### config.mk
export PLATFORM = sky130hd
export DESIGN_NAME = input_port_vc_credit_alloc
export DESIGN_NICKNAME = d
export VERILOG_FILES = /design/src/rtl/rvh_noc_pkg.sv /design/src/rtl/rr_arbiter_vc.sv /design/src/rtl/input_port_vc_credit_alloc.sv
export SDC_FILE = /design/constraint.sdc
export NUM_CORES = 1
export LEC_CHECK = 0
export ABC_AREA = 1
export CORE_MARGIN = 2
export CORE_UTILIZATION = 56
export DETAILED_ROUTE_END_ITERATION = 8
export PLACE_DENSITY = 0.95
export REMOVE_ABC_BUFFERS = 1
export SLEW_MARGIN = 20
export SYNTH_ARGS = -nofsm -noshare
export SYNTH_HDL_FRONTEND = slang
export SYNTH_SLANG_ARGS = --single-unit
### constraint.sdc
create_clock -name clk -period 5 [get_ports clk]
set_input_delay 1 -clock clk [delete_from_list [all_inputs] [get_ports clk]]
set_output_delay 1 -clock clk [all_outputs]
set_load 0.02 [all_outputs]
### src/rtl/rvh_noc_pkg.sv
// Shared NoC definitions: VC id width, QoS VC reservation default and credit count type.
package rvh_noc_pkg;

   localparam int unsigned VC_ID_NUM_MAX_W      = 3;
   localparam int unsigned QOS_VC_NUM_PER_INPUT = 0;
   localparam int unsigned VC_DEPTH_DEF         = 4;
   localparam int unsigned CRD_W_DEF            = $clog2(VC_DEPTH_DEF + 1);

   typedef logic [CRD_W_DEF-1:0] vc_crd_t;

endpackage

### src/rtl/rr_arbiter_vc.sv
// Round-robin pick over an N-wide request vector, searching upward from an external pointer.
module rr_arbiter_vc #(
   parameter int unsigned N     = 4,
   parameter int unsigned IDX_W = (N > 1) ? $clog2(N) : 1
) (
   input  logic [N-1:0]     req,
   input  logic [IDX_W-1:0] ptr,
   output logic [N-1:0]     gnt_oh,
   output logic [IDX_W-1:0] gnt_idx,
   output logic             gnt_vld
);

   int k;

   always_comb begin
      gnt_oh  = '0;
      gnt_idx = '0;
      gnt_vld = 1'b0;
      k       = 0;
      for (int i = 0; i < int'(N); i++) begin
         k = (int'(ptr) + i) % int'(N);
         if (!gnt_vld && req[IDX_W'(k)]) begin
            gnt_vld            = 1'b1;
            gnt_oh[IDX_W'(k)]  = 1'b1;
            gnt_idx            = IDX_W'(k);
         end
      end
   end

endmodule

### src/rtl/input_port_vc_credit_alloc.sv
// Sender-side credit tracking and per-flit VC allocation for a link into a downstream input port.
module input_port_vc_credit_alloc
   import rvh_noc_pkg::*;
#(
   parameter int unsigned VC_NUM       = 4,
   parameter int unsigned VC_NUM_IDX_W = (VC_NUM > 1) ? $clog2(VC_NUM) : 1,
   parameter int unsigned VC_DEPTH     = 4,
   parameter int unsigned CRD_W        = $clog2(VC_DEPTH + 1),
   parameter int unsigned RT_VC_NUM    = QOS_VC_NUM_PER_INPUT
) (
   input  logic                       clk,
   input  logic                       rstn,
   input  logic                       req_vld_i,
   input  logic                       req_rt_i,
   output logic                       req_rdy_o,
   input  logic [VC_NUM-1:0]          vc_mask_i,
   output logic                       flit_v_o,
   output logic [VC_NUM_IDX_W-1:0]    flit_vc_id_o,
   input  logic                       lcrd_v_i,
   input  logic [VC_ID_NUM_MAX_W-1:0] lcrd_id_i,
   output logic [VC_NUM*CRD_W-1:0]    vc_credit_o,
   output logic                       crd_err_o
);

   logic [VC_NUM-1:0][CRD_W-1:0] credit_q, credit_d;
   logic [VC_NUM_IDX_W-1:0]      ptr_q, ptr_d;
   logic                         crd_err_q, crd_err_d;
   logic [VC_NUM-1:0]            elig, gnt_oh;
   logic [VC_NUM_IDX_W-1:0]      gnt_idx;
   logic                         gnt_vld, class_ok, gnt_v, ret_v;

   // A VC is eligible when it holds credit, is enabled and matches the flit's QoS class.
   always_comb begin
      elig     = '0;
      class_ok = 1'b1;
      for (int v = 0; v < int'(VC_NUM); v++) begin
         class_ok = (RT_VC_NUM == 0) ||
                    (req_rt_i ? (v < int'(RT_VC_NUM)) : (v >= int'(RT_VC_NUM)));
         elig[v]  = (credit_q[v] != '0) & vc_mask_i[v] & class_ok;
      end
   end

   rr_arbiter_vc #(
      .N     (VC_NUM),
      .IDX_W (VC_NUM_IDX_W)
   ) u_rr (
      .req     (elig),
      .ptr     (ptr_q),
      .gnt_oh  (gnt_oh),
      .gnt_idx (gnt_idx),
      .gnt_vld (gnt_vld)
   );

   // No launch while reset is held, so nothing escapes the accounting being cleared.
   assign req_rdy_o    = req_vld_i & rstn & gnt_vld;
   assign flit_v_o     = req_rdy_o;
   assign flit_vc_id_o = gnt_idx;
   assign vc_credit_o  = credit_q;
   assign crd_err_o    = crd_err_q;

   always_comb begin
      ptr_d = ptr_q;
      if (req_rdy_o) begin
         ptr_d = (gnt_idx == VC_NUM_IDX_W'(VC_NUM - 1)) ? '0 : gnt_idx + VC_NUM_IDX_W'(1);
      end
   end

   // Grant and return on the same VC cancel; a return to a full counter saturates and flags.
   always_comb begin
      credit_d  = credit_q;
      crd_err_d = crd_err_q;
      gnt_v     = 1'b0;
      ret_v     = 1'b0;
      if (lcrd_v_i && (32'(lcrd_id_i) >= VC_NUM)) begin
         crd_err_d = 1'b1;
      end
      for (int v = 0; v < int'(VC_NUM); v++) begin
         gnt_v = req_rdy_o & gnt_oh[v];
         ret_v = lcrd_v_i & (32'(lcrd_id_i) == 32'(v));
         if (gnt_v && !ret_v) begin
            credit_d[v] = credit_q[v] - CRD_W'(1);
         end else if (ret_v && !gnt_v) begin
            if (credit_q[v] == CRD_W'(VC_DEPTH)) begin
               crd_err_d = 1'b1;
            end else begin
               credit_d[v] = credit_q[v] + CRD_W'(1);
            end
         end
      end
   end

   always_ff @(posedge clk or negedge rstn) begin
      if (!rstn) begin
         credit_q  <= {VC_NUM{CRD_W'(VC_DEPTH)}};
         ptr_q     <= '0;
         crd_err_q <= 1'b0;
      end else begin
         credit_q  <= credit_d;
         ptr_q     <= ptr_d;
         crd_err_q <= crd_err_d;
      end
   end

endmodule
### Word-level counts from Yosys, hierarchy flattened

Index checks and enable logic that the tools add are counted.
W data, S select, Z words.

| storage, ports and cells | value |
|---|---|
| flip-flop bits (word level) | 15 |
| bits of input ports | 12 |
| output and inout bits | 17 |
| logic and storage cells | 154 |

| operators by class | value |
|---|---|
| add/subtract/negate cells | 12 |
| magnitude comparators | 9 |
| eq/ne operators | 12 |
| multiplexer cells | 58 |
| bitwise operators | 17 |
| reduce and logical (&&, ||, !) cells | 40 |

Operator list:

| cell | count |
|---|---|
| $mux W3 | 12 |
| $mux W1 | 29 |
| $logic_and A1 B1 Y1 | 16 |
| $lt A2 B4 Y1 const B | 4 |
| $mux W4 | 4 |
| $and A1 B1 Y1 | 14 |
| $add A3 B1 Y3 const B | 4 |
| $eq A3 B3 Y1 const B | 4 |
| $or A4 B4 Y4 | 3 |
| $reduce_bool A3 Y1 | 4 |
| $sub A3 B1 Y3 const B | 4 |
| $logic_not A1 Y1 | 11 |
| $mux W2 | 5 |
| $bmux W1 S2 | 4 |
| $demux W1 S2 | 4 |
| $ge A2 B1 Y1 const B | 4 |
| $ne A2 B2 Y1 const B | 4 |
| $reduce_and A2 Y1 | 4 |
| $reduce_bool A2 Y1 | 4 |
| $eq A3 B2 Y1 const B | 2 |
| $add A2 B1 Y2 const B | 2 |
| $add A2 B2 Y2 const B | 2 |
| $eq A3 B1 Y1 const B | 1 |
| $ge A3 B3 Y1 const B | 1 |
| other kinds (2) | 2 |

### Logic depth before layout (Yosys ltp)

Gate-level depths: netlist of run 1.

| logic depth | value |
|---|---|
| depth in word-level cells | 30 |
| gate-level depth with buffers | 19 |
| depth with buffers taken out | 19 |

### Modules after synthesis

A second synthesis of run 1 with hierarchy kept.

| second synthesis, totals | value |
|---|---|
| cells, all modules | 259 |
| area total of the unflattened synthesis | 1691.6 µm² |

Modules (own cells, without submodules):

| module | instances | cells an instance | area each (µm²) | sequential area each (µm²) |
|---|---|---|---|---|
| input_port_vc_credit_alloc | 1 | 167 | 1166.1 | 380.4 |
| rr_arbiter_vc | 1 | 92 | 525.5 | 0.0 |

### Worst setup path before layout of run 1

Ideal clock, no wire load.

| timing path | value |
|---|---|
| kind | input to register |
| from | in vc_mask_i[0] |
| to | reg credit_q, in the netlist vc_credit_o[11] |
| library setup time | 0.075 ns |
| data arrival time | 3.057 ns |
| required time | 4.925 ns |
| slack | 1.868 ns |
| stages | 16 |
| path buffers | 0 |
| cell sequence | nand3_1 -> nand2_1 -> nand2_2 -> nand2_4 -> inv_2 -> nand3_2 -> nor2_2 -> nor2_4 -> inv_2 -> a21oi_2 -> ha_1 -> inv_1 -> fa_1 -> or2_2 -> nand3_1 -> xor2_1 |

| on the way | value |
|---|---|
| longest elaborated chain between the ends | 20 |
| elaborated cells on any way between the ends | 39 |
| classes of those cells | eq/ne (1); mux (21); bitwise (6); reduce/logical (11) |

Ends and longest elaborated chain:

| item | line | RTL |
|---|---|---|
| from (decl) | input_port_vc_credit_alloc.sv:16 | `input logic [VC_NUM-1:0] vc_mask_i,` |
| $and A1 B1 Y1 * | input_port_vc_credit_alloc.sv:39 | `elig[v] = (credit_q[v] != '0) & vc_mask_i[v] & class_ok;` |
| $bmux W1 S2 | rr_arbiter_vc.sv:22 | `if (!gnt_vld && req[IDX_W'(k)]) begin` |
| $mux W1 (implied by the code) (2 in a row) | rr_arbiter_vc.sv:22 |  |
| $mux W1 | rr_arbiter_vc.sv:22 |  |
| $logic_not A1 Y1 | rr_arbiter_vc.sv:22 |  |
| $logic_and A1 B1 Y1 | rr_arbiter_vc.sv:22 |  |
| $mux W1 | rr_arbiter_vc.sv:22 |  |
| $logic_not A1 Y1 | rr_arbiter_vc.sv:22 |  |
| (+4 left out) | n/a |  |
| $mux W1 * | rr_arbiter_vc.sv:22 |  |
| $and A1 B1 Y1 * | input_port_vc_credit_alloc.sv:55 | `assign req_rdy_o = req_vld_i & rstn & gnt_vld;` |
| named net flit_v_o | input_port_vc_credit_alloc.sv:17 | `output logic flit_v_o,` |
| $and A1 B1 Y1 * | input_port_vc_credit_alloc.sv:78 | `gnt_v = req_rdy_o & gnt_oh[v];` |
| $logic_not A1 Y1 | input_port_vc_credit_alloc.sv:82 | `end else if (ret_v && !gnt_v) begin` |
| $logic_and A1 B1 Y1 | input_port_vc_credit_alloc.sv:82 |  |
| $reduce_bool A2 Y1 (no source line) | n/a |  |
| $reduce_and A2 Y1 (no source line) | n/a |  |
| to (signal assigned) | input_port_vc_credit_alloc.sv:94 | `credit_q <= {VC_NUM{CRD_W'(VC_DEPTH)}};` |
| to (signal assigned) | input_port_vc_credit_alloc.sv:98 | `credit_q <= credit_d;` |
| to (decl) | input_port_vc_credit_alloc.sv:25 | `logic [VC_NUM-1:0][CRD_W-1:0] credit_q, credit_d;` |

Mark *: on every way through the listed nets, which the timed path passes. The rest lies on a longest branch. The select of a mux whose other input is x is not followed.
A chain may end at the register's enable or synchronous reset.

### Worst setup path after layout of run 1

| timing path | value |
|---|---|
| from | in vc_mask_i[0] |
| to | out flit_vc_id_o[1] |

| on the way | value |
|---|---|
| longest elaborated chain between the ends | 14 |
| elaborated cells on any way between the ends | 26 |
| classes of those cells | mux (19); bitwise (1); reduce/logical (6) |

Ends and longest elaborated chain:

| item | line | RTL |
|---|---|---|
| $and A1 B1 Y1 * | input_port_vc_credit_alloc.sv:39 |  |
| $bmux W1 S2 | rr_arbiter_vc.sv:22 |  |
| $mux W1 (implied by the code) (2 in a row) | rr_arbiter_vc.sv:22 |  |
| $mux W1 | rr_arbiter_vc.sv:22 |  |
| $logic_not A1 Y1 | rr_arbiter_vc.sv:22 |  |
| $logic_and A1 B1 Y1 | rr_arbiter_vc.sv:22 |  |
| $mux W1 | rr_arbiter_vc.sv:22 |  |
| $logic_not A1 Y1 | rr_arbiter_vc.sv:22 |  |
| $logic_and A1 B1 Y1 | rr_arbiter_vc.sv:22 |  |
| $mux W1 | rr_arbiter_vc.sv:22 |  |
| $logic_not A1 Y1 | rr_arbiter_vc.sv:22 |  |
| $logic_and A1 B1 Y1 | rr_arbiter_vc.sv:22 |  |
| $mux W2 * | rr_arbiter_vc.sv:22 |  |
| to (decl) | input_port_vc_credit_alloc.sv:18 | `output logic [VC_NUM_IDX_W-1:0] flit_vc_id_o,` |

Mark *: on every way between the ends. The rest lies on a longest branch, timed or not. The select of a mux whose other input is x is not followed.

==> results of run 1 <==
critical path, stage by stage:
cell	delay, ns
clkdlybuf4s50_1	0.44
nand3_1	0.10
nand2_1	0.13
nand2_2	0.10
nand2_4	0.06
inv_2	0.09
nand2_2	0.05
nor2_2	0.11
nand2_2	0.10
nand2_1	0.09
nand2_1	0.07
inv_1	0.06
clkdlybuf4s50_1	0.59
cells in the mapped netlist, drive strengths merged:
library cell  count
a21oi            16
a31oi             3
buf               1
dfrtp            11
dfstp             4
fa                4
ha               16
inv              42
nand2            51
nand3            26
nand4             3
nor2             16
nor3              4
o21ai             4
o22ai             1
or2               4
xor2              8
cell type report:
cell class / instances / area [um2]
flip-flops and latches: 15 / 380.4
clock buffers: 4 / 26.28
repair buffers: 28 / 277.8
well taps: 30 / 37.54
inverters: 42 / 157.7
multi-input cells: 156 / 991.0
fillers: 206 / 674.4
worst paths after layout:
check / startpoint / endpoint / slack (ns) / cells after the start
min reg2reg: crd_err_o$_DFF_PN0_ / crd_err_o$_DFF_PN0_ / 0.51 / 2
max reg2reg: ptr_q[1]$_DFFE_PN0P_ / vc_credit_o[2]$_DFFE_PN1P_ / 1.57 / 18
max in group asynchronous: rstn / vc_credit_o[5]$_DFFE_PN1P_ / 3.73 / 2
min in group asynchronous: rstn / vc_credit_o[3]$_DFFE_PN0P_ / 1.02 / 2
min: crd_err_o$_DFF_PN0_ / crd_err_o$_DFF_PN0_ / 0.51 / 2
max: vc_mask_i[0] / flit_vc_id_o[1] / 1.01 / 13
power groups by stage:
stage | Combinational [W] | Sequential (W) | Clock [W]
final | 0.000886 | 0.000270 | 0.0000745
after global routing | 0.000996 | 0.000283 | 0.0000758
after CTS | 0.000887 | 0.000271 | 0.0000732
after detailed placement | 0.000883 | 0.000273 | 0
after global placement | 0.000855 | 0.000269 | 0
after floorplan | 0.000560 | 0.000318 | 0
routing by layer:
layer,share of wire [%],vias to the layer above,wire length (um)
met5,0,-,0
met4,2.5,0,85
met3,2.8,7,94
met2,51,28,1716
met1,43,664,1438
li1,-,733,-
per-stage QoR:
step | hold WS, ns | cell area (um2) | worst slack (ns) | power (W) | cells
after floorplan | 0.5473 | 1529 | 1.782 | 0.0008778 | 213
after global placement | 0.4665 | 1844 | 1.044 | 0.001124 | 271
after detailed placement | 0.4970 | 1844 | 1.016 | 0.001156 | 271
after CTS | 0.5194 | 1871 | 1.008 | 0.001231 | 275
after global routing | 0.5385 | 1871 | 0.7957 | 0.001355 | 275
final | 0.5106 | 1871 | 1.007 | 0.001231 | 275
kinds of logic (layout without fill, tap and decap cells):
logic type      Yosys count  in the layout  synth area share (%)
xor+xnor                  8              8                 4.560
buf+inv                  43             74                 10.75
fa+ha+maj                20             20                 18.24
simple gates            104            104                 33.06
compound gates           24             24                 8.633
flops                    15             15                 24.76
cell usage in the layout (no fill, tap or decap), types with 7 or more instances in the layout:
cell             Yosys  layout
dfrtp_1             11      11
nor2_1              10      10
ha_1                16      16
clkdlybuf4s50_1      0      27
nand3_1             24      24
xor2_1               8       8
a21oi_1             14      14
nand2_2              7       7
nand2_1             42      42
inv_1               36      36
registers in the layout, summed over array words and instances (netlist names), named ones only:
name         cells
crd_err_o        1
ptr_q            1
vc_credit_o     12
==> impl_metrics.ini, run 1 <==
[grt]
antenna_found_initial = 0
first_global_vias = 1387
grt_max_degree = 17
grt_use_met3_pct = 1.382
grt.busiest_layer = met2
grt_first_pass_wirelength_um = 5809
overflow = 0
grt_usage_pct = 22.58
met2_usage_pct = 41.18
use_met1_pct = 27.52

[cts]
clk_latency_ns = 0.29
cts_inserted_buffers = 3
cts_root_buffer = clkbuf_4
holdBufCountCts = 0
clkSlewWorstSetupHoldPaths_ns = 0.10
numClockSinks = 15
cts_setup_buffers = 0
cts.path.max_buffers = 2
cts_tree = done
cts.repair.resized = 0
cts.htree.levels = 1

[logic_synthesis]
seq_area_frac_synth_pct = 24.76
syn-instance-count = 214
ys_warn_count = 0
synth_cell_types = 24
yosysTopAreaCell = dfrtp_1
synth.top_cell.area_share_pct = 17.92
ys_ff_latch = 15
syn_area_per_cell_um2 = 7.180
synthTopCellsByArea = dfrtp_1 (18%), ha_1 (13%), nand2_1 (10%)
netlist_area_mm2 = 0.001536

[finish]
fin_nets = 278
area_growth_pct = 21.74
final_layout_size_suffix_gt1_share_pct = 15.10
num_antenna_cells = 0
fin_util_pct = 73.50

[timing]
final-hold-violation-count = 0
worst-slew-pin-transition_ns = 0.4473
skew_ns = 0.0005360
relSlewSlack_pct = 70.04
period_share_pct = 79.86
tns_ns = 0
period_needed_ns = 3.993
slew_violations = 0
grt_setup_unrepaired = false
fmax_ghz = 0.2504
setup_viol = 0

[power]
pwr-share-comb_pct = 72.0
sequentialPowerShare_pct = 22.0
intPower_w = 0.0005662
p_clk_share_pct = 6.1
pwr_density_cell_mw_per_mm2 = 658.1
power.switching_w = 0.0006649
irDropWorstVdd_mv = 0.5543
power_leakage_nw = 0.9133
switching_share_pct = 54.01

[critical_path]
critPathCaptureType = output pin
crit_type = in -> out
path_max_fanout = 4
start_kind = primary input
worstPathArrival_ns = 2.99
required_ns = 4.00

[floorplanning]
die_w_um = 56.38
ioPinCount = 29
die_h_um = 56.38
die-area_mm2 = 0.003179
rows = 18
fp.coreArea_mm2 = 0.002545
start_util_pct = 60.37

[routing]
drt_iter0_markers = 52
wl_um = 3334
drtPass1Iterations = 4
final_antenna_net_count = 0
wl_per_cell_um = 12.12
route.vias.total = 1432
viasPerCell = 5.207
drcViolationCount = 0

[job]
maxCapViolations = 0

[run_status]
status = complete, no violations

[worst_hold_path]
hp-class = reg -> reg

[placed_design]
dp_hpwl_um = 2691
gp_congestion = 0.8696
port_buffers = 27
No activity file was read; power rests on OpenSTA's default activity.
==> inputs of run 2 (changes only) <==
--- a/config.mk
+++ b/config.mk
@@ -7,9 +7,9 @@
 export LEC_CHECK = 0
 export ABC_AREA = 1
 export CORE_MARGIN = 2
-export CORE_UTILIZATION = 56
+export CORE_UTILIZATION = 47
 export DETAILED_ROUTE_END_ITERATION = 8
-export PLACE_DENSITY = 0.95
+export PLACE_DENSITY = 0.87
 export REMOVE_ABC_BUFFERS = 1
 export SLEW_MARGIN = 20
 export SYNTH_ARGS = -nofsm -noshare
==> constraint.sdc (replaced) <==
create_clock -name clk -period 3.3 [get_ports clk]
set_input_delay 0.66 -clock clk [delete_from_list [all_inputs] [get_ports clk]]
set_output_delay 0.66 -clock clk [all_outputs]
set_load 0.02 [all_outputs]
==> impl_metrics.ini, run 2 (synthesis results as in run 1) <==
[run_status]
status = complete, no violations

[timing]
tns_ns = 0
relSlewSlack_pct = 81.42
worst-slew-pin-transition_ns = 0.2766
fmax_ghz = 0.3213
grt_setup_unrepaired = false
skew_ns = 0.004996
final-hold-violation-count = 0
slew_violations = 0
period_needed_ns = 3.112
setup_viol = 0
period_share_pct = 94.31

[finish]
fill_cells = 257
area_growth_pct = 31.43
final_cell_mix = nand2_1 (42), inv_1 (35), nand3_1 (24)
layout_commonest_cell = nand2_1
fin_nets = 295
final_cells = 306
fin_util_pct = 65.61
num_antenna_cells = 0
largest_reg_flops = 12
final_layout_size_suffix_gt1_share_pct = 21.37

[floorplanning]
ioPinCount = 29
start_util_pct = 49.92
die_w_um = 61.18
die-area_mm2 = 0.003742
fp.coreArea_mm2 = 0.003078
die_h_um = 61.18
rows = 20

[cts]
clkSlewWorstSetupHoldPaths_ns = 0.10
cts_inserted_buffers = 3
numClockSinks = 15
holdBufCountCts = 0
cts_setup_buffers = 0
cts.htree.levels = 1
clk_latency_ns = 0.29
cts.repair.resized = 2
cts_tree = done
cts_root_buffer = clkbuf_4
cts.path.max_buffers = 2

[critical_path]
critPathCaptureType = flop
path_max_fanout = 3
worstPathArrival_ns = 3.32
r2r_cells = 17
crit_type = in -> reg
required_ns = 3.51
timing.rr.end = vc_credit_o[11]$_DFFE_PN1P_
crit_path_start = vc_mask_i[1]
reg2reg_slack_ns = 0.30
start_kind = primary input

[placed_design]
placed_cells = 302
port_buffers = 27
dp_hpwl_um = 2687
gp_congestion = 0.9655

[grt]
use_met1_pct = 24.19
grt.busiest_layer = met2
grt_use_met3_pct = 1.261
grt_usage_pct = 19.36
grt_max_degree = 16
antenna_found_initial = 0
first_global_vias = 1315
grt_first_pass_wirelength_um = 5457
met2_usage_pct = 34.80
overflow = 0

[power]
irDropWorstVdd_mv = 0.4936
power_w = 0.001910
pwr_density_cell_mw_per_mm2 = 945.9
power_leakage_nw = 1.025

[routing]
viasPerCell = 4.827
drtPass1Iterations = 4
final_antenna_net_count = 0
drcViolationCount = 0
drt_iter0_markers = 65
wl_um = 3247
route.vias.total = 1477
wl_per_cell_um = 10.61

[worst_hold_path]
hold_path_end = crd_err_o$_DFF_PN0_
hp-class = reg -> reg
hold_depth = 2
holdCritStartpoint = crd_err_o$_DFF_PN0_

[job]
maxCapViolations = 0
[run 2: cell count changes in the layout (fill, tap and decap cells not counted)]
cell / change
clkdlybuf4s50_1: -4
dlygate4sd2_1: +2
dlymetal6s2s_1: +2
buf_4: +17
clkinv_2: +1
inv_2: +1
inv_1: -1
clkbuf_1: -1
[run 2: metal layers]
| metal | up-vias | part of all wire (%) | wire, um |
|---|---|---|---|
| met5 | - | 0 | 0 |
| met4 | 0 | 1.6 | 53 |
| met3 | 8 | 3.6 | 118 |
| met2 | 44 | 49 | 1600 |
| met1 | 650 | 45 | 1474 |
| li1 | 775 | - | - |
[run 2: worst max path at each step]
stage,to,slack [ns]
after floorplan,vc_credit_o[11]$_DFFE_PN1P_,0.17
after global placement,vc_credit_o[11]$_DFFE_PN1P_,-0.02
after detailed placement,vc_credit_o[11]$_DFFE_PN1P_,-0.08
after CTS,flit_vc_id_o[1],0.006
after global routing,vc_credit_o[11]$_DFFE_PN1P_,0.002
final,vc_credit_o[11]$_DFFE_PN1P_,0.19
[run 2: critical path, cell delays in order]
cell             delay, ns
clkdlybuf4s50_1       0.52
nand3_1               0.12
nand2_1               0.13
nand2_1               0.06
nand2_1               0.11
inv_1                 0.06
nand3_2               0.09
nor2_2                0.06
nor2_4                0.11
inv_2                 0.06
a21oi_2               0.15
ha_1                  0.18
inv_1                 0.07
fa_1                  0.37
or2_2                 0.30
nand3_1               0.10
xor2_1                0.18
[run 2: per-stage QoR]
step / area [um2] / setup slack, ns / hold slack [ns]
2_1_floorplan: 1529 / 0.1656 / 0.3644
3_3_place_gp: 1989 / -0.01533 / 0.4761
3_5_place_dp: 1989 / -0.07537 / 0.4781
4_1_cts: 2014 / 0.005994 / 0.5030
5_1_grt: 2019 / 0.001842 / 0.5147
6_report: 2019 / 0.1878 / 0.5015
[run 2: where the power goes]
group          leakage (nW)  switching [W]  internal, W  total (W)
logic                 0.842       0.000851     0.000571    0.00142
clock network        0.0177      0.0000624    0.0000450   0.000107
registers             0.165      0.0000919     0.000288   0.000380
[run 2: layout make-up]
| class | instances | area (um2) | area share (%) |
|---|---|---|---|
| clock inverters | 1 | 5.005 | 0.2478 |
| multi-input cells | 156 | 991.0 | 49.07 |
| well taps | 44 | 55.05 | 2.726 |
| flip-flops and latches | 15 | 380.4 | 18.84 |
| clock buffers | 3 | 22.52 | 1.115 |
| repair buffers | 45 | 407.9 | 20.20 |
| inverters | 42 | 157.7 | 7.807 |
